`src/rtl/sysbus_pkg.sv`:
```
// Shared types, default widths and address decode helper for the SysBus memory responder.
package sysbus_pkg;

    localparam int unsigned DEF_DATA_W = 16;
    localparam int unsigned DEF_RAM_AW = 10;

    typedef enum logic [2:0] {
        ST_IDLE,
        ST_ADDR,
        ST_RD1,
        ST_RD2,
        ST_WR
    } state_e;

    // True when every address bit above the RAM word-address range is zero.
    function automatic logic is_mapped(input logic [31:0] addr, input int unsigned aw);
        return (addr >> aw) == 32'd0;
    endfunction

endpackage

```
`src/rtl/sysbus_addr_decode.sv`:
```
// Address latch for the multiplexed bus plus mapped/unmapped decode of the held address.
module sysbus_addr_decode
    import sysbus_pkg::*;
#(
    parameter int unsigned DATA_W = DEF_DATA_W,
    parameter int unsigned RAM_AW = DEF_RAM_AW
) (
    input  logic              clk,
    input  logic              rst,
    input  logic              load,
    input  logic [DATA_W-1:0] addr_in,
    output logic [RAM_AW-1:0] ram_addr,
    output logic              mapped
);

    logic [DATA_W-1:0] addr_q;

    always_ff @(posedge clk) begin
        if (rst) begin
            addr_q <= '0;
        end else if (load) begin
            addr_q <= addr_in;
        end
    end

    assign ram_addr = addr_q[RAM_AW-1:0];
    assign mapped   = is_mapped(32'(addr_q), RAM_AW);

endmodule

```
`src/rtl/sysbus_mem_responder.sv`:
```
// Memory-side SysBus responder: decodes ALE/nME/nOE/nWE into single-cycle RAM requests
// and returns read data on the bus in the second cycle of the read strobe.
module sysbus_mem_responder
    import sysbus_pkg::*;
#(
    parameter int unsigned DATA_W = DEF_DATA_W,
    parameter int unsigned RAM_AW = DEF_RAM_AW
) (
    input  logic              Clock,
    input  logic              Reset,
    input  logic [DATA_W-1:0] SysBusIn,
    output logic [DATA_W-1:0] SysBusOut,
    output logic              SysBusOe,
    input  logic              ALE,
    input  logic              nME,
    input  logic              nOE,
    input  logic              nWE,
    output logic              RamEn,
    output logic              RamWe,
    output logic [RAM_AW-1:0] RamAddr,
    output logic [DATA_W-1:0] RamWData,
    input  logic [DATA_W-1:0] RamRData,
    output logic              BusErr,
    input  logic              ErrClr
);

    state_e            state_q, state_d;
    logic              load, err_set, ram_en, ram_we, bus_oe, mapped;
    logic [RAM_AW-1:0] ram_addr;

    sysbus_addr_decode #(.DATA_W(DATA_W), .RAM_AW(RAM_AW)) u_addr_decode (
        .clk      (Clock),
        .rst      (Reset),
        .load     (load),
        .addr_in  (SysBusIn),
        .ram_addr (ram_addr),
        .mapped   (mapped)
    );

    always_ff @(posedge Clock) begin
        if (Reset) begin
            state_q <= ST_IDLE;
        end else begin
            state_q <= state_d;
        end
    end

    // Set has priority over clear so an error in the clearing cycle is not lost.
    always_ff @(posedge Clock) begin
        if (Reset) begin
            BusErr <= 1'b0;
        end else if (err_set) begin
            BusErr <= 1'b1;
        end else if (ErrClr) begin
            BusErr <= 1'b0;
        end
    end

    always_comb begin
        state_d = state_q;
        load    = 1'b0;
        err_set = 1'b0;
        ram_en  = 1'b0;
        ram_we  = 1'b0;
        bus_oe  = 1'b0;
        if (ALE && nME) begin
            load    = 1'b1;
            state_d = ST_ADDR;
        end else if (ALE) begin
            err_set = 1'b1;
            state_d = ST_IDLE;
        end else begin
            case (state_q)
                ST_IDLE: state_d = ST_IDLE;
                ST_ADDR: begin
                    if (!nME) begin
                        if (!nOE && !nWE) begin
                            err_set = 1'b1;
                            state_d = ST_WR;
                        end else if (!nOE) begin
                            ram_en  = mapped;
                            err_set = !mapped;
                            state_d = ST_RD1;
                        end else if (!nWE) begin
                            ram_en  = mapped;
                            ram_we  = mapped;
                            err_set = !mapped;
                            state_d = ST_WR;
                        end
                    end
                end
                // RAM data is valid the cycle after the request and held while the strobe lasts.
                ST_RD1, ST_RD2: begin
                    if (nME) begin
                        state_d = ST_IDLE;
                    end else begin
                        bus_oe  = !nOE;
                        state_d = ST_RD2;
                    end
                end
                ST_WR: begin
                    if (nME) begin
                        state_d = ST_IDLE;
                    end
                end
                default: state_d = ST_IDLE;
            endcase
        end
        if (Reset) begin
            ram_en = 1'b0;
            ram_we = 1'b0;
            bus_oe = 1'b0;
        end
    end

    assign RamEn     = ram_en;
    assign RamWe     = ram_we;
    assign RamAddr   = ram_en ? ram_addr : '0;
    assign RamWData  = ram_we ? SysBusIn : '0;
    assign SysBusOe  = bus_oe;
    assign SysBusOut = (bus_oe && mapped) ? RamRData : '0;

endmodule

```
`config.mk`:
```
export PLATFORM = sky130hd
export DESIGN_NAME = sysbus_mem_responder
export DESIGN_NICKNAME = d
export VERILOG_FILES = /design/src/rtl/sysbus_pkg.sv /design/src/rtl/sysbus_addr_decode.sv /design/src/rtl/sysbus_mem_responder.sv
export SDC_FILE = /design/constraint.sdc
export NUM_CORES = 1
export LEC_CHECK = 0
export BUFFER_PORTS_ARGS = -buffer_cell sky130_fd_sc_hd__buf_4
export CAP_MARGIN = 20
export CORE_UTILIZATION = 42
export DETAILED_ROUTE_END_ITERATION = 8
export GPL_TIMING_DRIVEN = 0
export PLACE_DENSITY = 0.84
export SLEW_MARGIN = 10
export SYNTH_ARGS = -nofsm -noshare
export SYNTH_HDL_FRONTEND = slang
export SYNTH_SLANG_ARGS = --single-unit
```
`constraint.sdc`:
```
create_clock -name Clock -period 2.6 [get_ports Clock]
set_input_delay 0 -clock Clock [delete_from_list [all_inputs] [get_ports Clock]]
set_output_delay 0 -clock Clock [all_outputs]
set_load 0.01 [all_outputs]
```
==> results.sh <==
export IMPL_outcome="finished, final reports clean"
export IMPL_setup_viol=0
export IMPL_drt_iter0_drc=14
export IMPL_vias=1420
export IMPL_gp_congestion=0.7904
export IMPL_pin_count=85
export IMPL_synth_top_area_share_pct=35.96
export IMPL_dp_hpwl_um=2418
export IMPL_grt_pass1_vias=1284
export IMPL_fin_nets=297
export IMPL_power_leakage_uw=0.001021
export IMPL_clock_sinks=20
export IMPL_seq_area_um2=400.4
export IMPL_worstSetupStartpointType="flop"
export IMPL_r2r_slack_ns=0.90
export IMPL_drv_cap=0
export IMPL_start_util_pct=44.54
export IMPL_clock_latency_ns=0.31
export IMPL_worst_pin_slew_ns=0.4598
export IMPL_wl_per_cell_um=12.46
export IMPL_min_path_type="input port to flop"
export IMPL_synthTopCellsByArea="dfxtp_1 (36%), and2_1 (15%), nand2_1 (11%), and3_1 (9.6%), a21oi_1 (7.2%)"
export IMPL_numPortBuffers=84
export IMPL_critPathRequiredTime_ns=2.60
export IMPL_placementRows=18
export IMPL_rsz0062_at_grt="false"
export IMPL_power_density_nw_per_um2=321.3
export IMPL_clockBufferDepth=2
export IMPL_max_freq_mhz=446.6
export IMPL_crit_type="flop to output port"
export IMPL_dr_pass1_iters=4
export IMPL_h_tree_depth=1
export IMPL_period_minus_slack_ns=2.239
export IMPL_worst_slew_margin_rel_pct=69.35
export IMPL_hold_viol=0
export IMPL_clk_pin_slew_ns=0.11
export IMPL_cts_made_buffers=3
export IMPL_post_cts_buffers=0
export IMPL_layout_cells_non_filler=287
export IMPL_grt_usage_pct=26.21
export IMPL_drt_total_wl_um=3575
export IMPL_placed_cells=262
export IMPL_dp_slack_ns=0.7072
export IMPL_synth_area_leader_cell="dfxtp_1"
export IMPL_dieArea_um2=2861
export IMPL_arrival_ns=2.24
export IMPL_die_w_um=53.49
export IMPL_fin_crit_sh_pct=86.12
export IMPL_grt_pass1_wl_um=5354
export IMPL_grt_max_degree=12
export IMPL_synthCells=148
export IMPL_end_kind="output port"
export IMPL_drc=0
export IMPL_slew_violations=0
export IMPL_hold_ws_ns=0.04660
export IMPL_skew_ns=0.001734
export IMPL_cts_resized=0
export IMPL_areaGrowthSynthToFinish_pct=82.14
export IMPL_drive_above_1_share_pct=36.96
export IMPL_synth_seq_cells=20
export IMPL_grt_overflow=0
export IMPL_finalSetupTns_ns=0
export IMPL_antenna_left=0
export IMPL_core_area_um2=2500
export IMPL_yosys_cell_types_count=25
export IMPL_synth_edff_count=0
export IMPL_die_h_um=53.49
export IMPL_cts_hold_buf=21
export IMPL_synth_flop_cell="dfxtp_1"
export IMPL_ir_drop_mv=0.3065
export IMPL_avgSynthCellArea_um2=7.524
export IMPL_antenna_found_initial=0
export IMPL_cts_root_buffer="clkbuf_4"
export IMPL_synth_cell_area_um2=1114
export IMPL_final_util_pct=81.13
export IMPL_multi_input_area_um2=654.4
export IMPL_critical_path_max_fanout=10
export IMPL_vias_per_cell=4.948
export IMPL_synth_fp_nets=187
export IMPL_cts_tree="done"
export IMPL_async_reset_ff_share_pct=0
export IMPL_antenna_diode_count=0
export IMPL_synth_seq_area_share_pct=35.96
export IMPL_finalWorstSetupSlack_ns=0.3608
export IMPL_yosysWarnings=0
export IMPL_fillerInstances=171
-- flip-flops by register name, summed over array words and instances, names as in the netlist --
signal / cells
u_addr_decode.addr_q: 16
state_q: 3
BusErr: 1
-- cells in the final DEF, fill, tap and decap left out --
cell type / count
or4_1: 3
a22oi_1: 1
and2_1: 27
a221oi_1: 1
a211oi_1: 1
clkbuf_8: 1
dfxtp_1: 20
buf_2: 2
nor2_1: 4
nand2b_1: 1
buf_6: 1
nor3_4: 1
xor2_1: 1
and3_1: 17
a211o_1: 1
a31oi_1: 1
nor3b_2: 1
a21oi_1: 16
nand2_1: 34
maj3_1: 1
dlygate4sd3_1: 21
mux2i_1: 1
buf_4: 84
and4b_4: 1
inv_1: 4
clkbuf_4: 3
or4_4: 1
clkbuf_1: 6
o22ai_1: 1
-- Yosys cell counts, types with 2 or more instances --
| cell type | count |
|---|---|
| nand2_1 | 34 |
| and2_1 | 27 |
| dfxtp_1 | 20 |
| and3_1 | 17 |
| a21oi_1 | 16 |
| clkbuf_1 | 6 |
| inv_1 | 4 |
| nor2_1 | 4 |
| or4_1 | 3 |
| buf_2 | 2 |
-- per-stage QoR --
step           power [uW]  cell area (um^2)
3_3_place_gp        440.5              1782
3_5_place_dp        445.5              1782
2_1_floorplan       380.4              1114
5_1_grt             678.4              2028
4_1_cts             655.8              2028
6_report            651.6              2028
-- cells by family (layout without fill, tap and decap cells) --
logic type / after synthesis / count (layout) / synth area share, %
flip-flops: 20 / 20 / 35.95
buffers and inverters: 13 / 122 / 5.280
AND/OR/NAND/NOR: 90 / 90 / 44.94
XOR/XNOR: 1 / 1 / 0.7867
AO/OA/AOI/OAI: 22 / 22 / 11.24
multiplexers: 1 / 1 / 0.8989
adder cells (fa/ha/maj): 1 / 1 / 0.8989
-- metal layers --
| metal | vias to the layer above | track usage, % | part of all wire [%] |
|---|---|---|---|
| met5 | - | 0 | 0 |
| met4 | 0 | 10.96 | 1.5 |
| met3 | 7 | 6.322 | 9.6 |
| met2 | 73 | 47.71 | 48 |
| met1 | 627 | 28.25 | 41 |
| li1 | 713 | - | - |
-- power breakdown --
group          internal (uW)  switching [uW]  total [uW]
registers                319            7.40         327
clock network           85.7             102         188
logic                   79.3            57.7         137
-- final timing paths --
| path | start | end | cells after the start |
|---|---|---|---|
| hold / removal | ErrClr | BusErr | 4 |
| hold reg to reg | u_addr_decode.addr_q[1] | u_addr_decode.addr_q[1] | 2 |
| setup / recovery | u_addr_decode.addr_q[10] | RamWData[14] | 6 |
| setup reg to reg | state_q[1] | BusErr | 4 |
-- critical path, stage by stage, from the launching register on --
cell	delay, ns
dfxtp_1	0.33
or4_4	0.54
nor3_4	0.29
and4b_4	0.37
buf_6	0.15
and2_1	0.13
buf_4	0.11
-- layout make-up --
class / instances / share of cell area (%)
buffer: 9 / 2.159
clock buffer: 4 / 1.789
inverter: 4 / 0.7403
multi-input combinational: 115 / 32.26
sequential: 20 / 19.74
tap: 30 / 1.851
timing repair buffer: 105 / 41.46
Note: power is estimated with default switching activity, not from simulation.
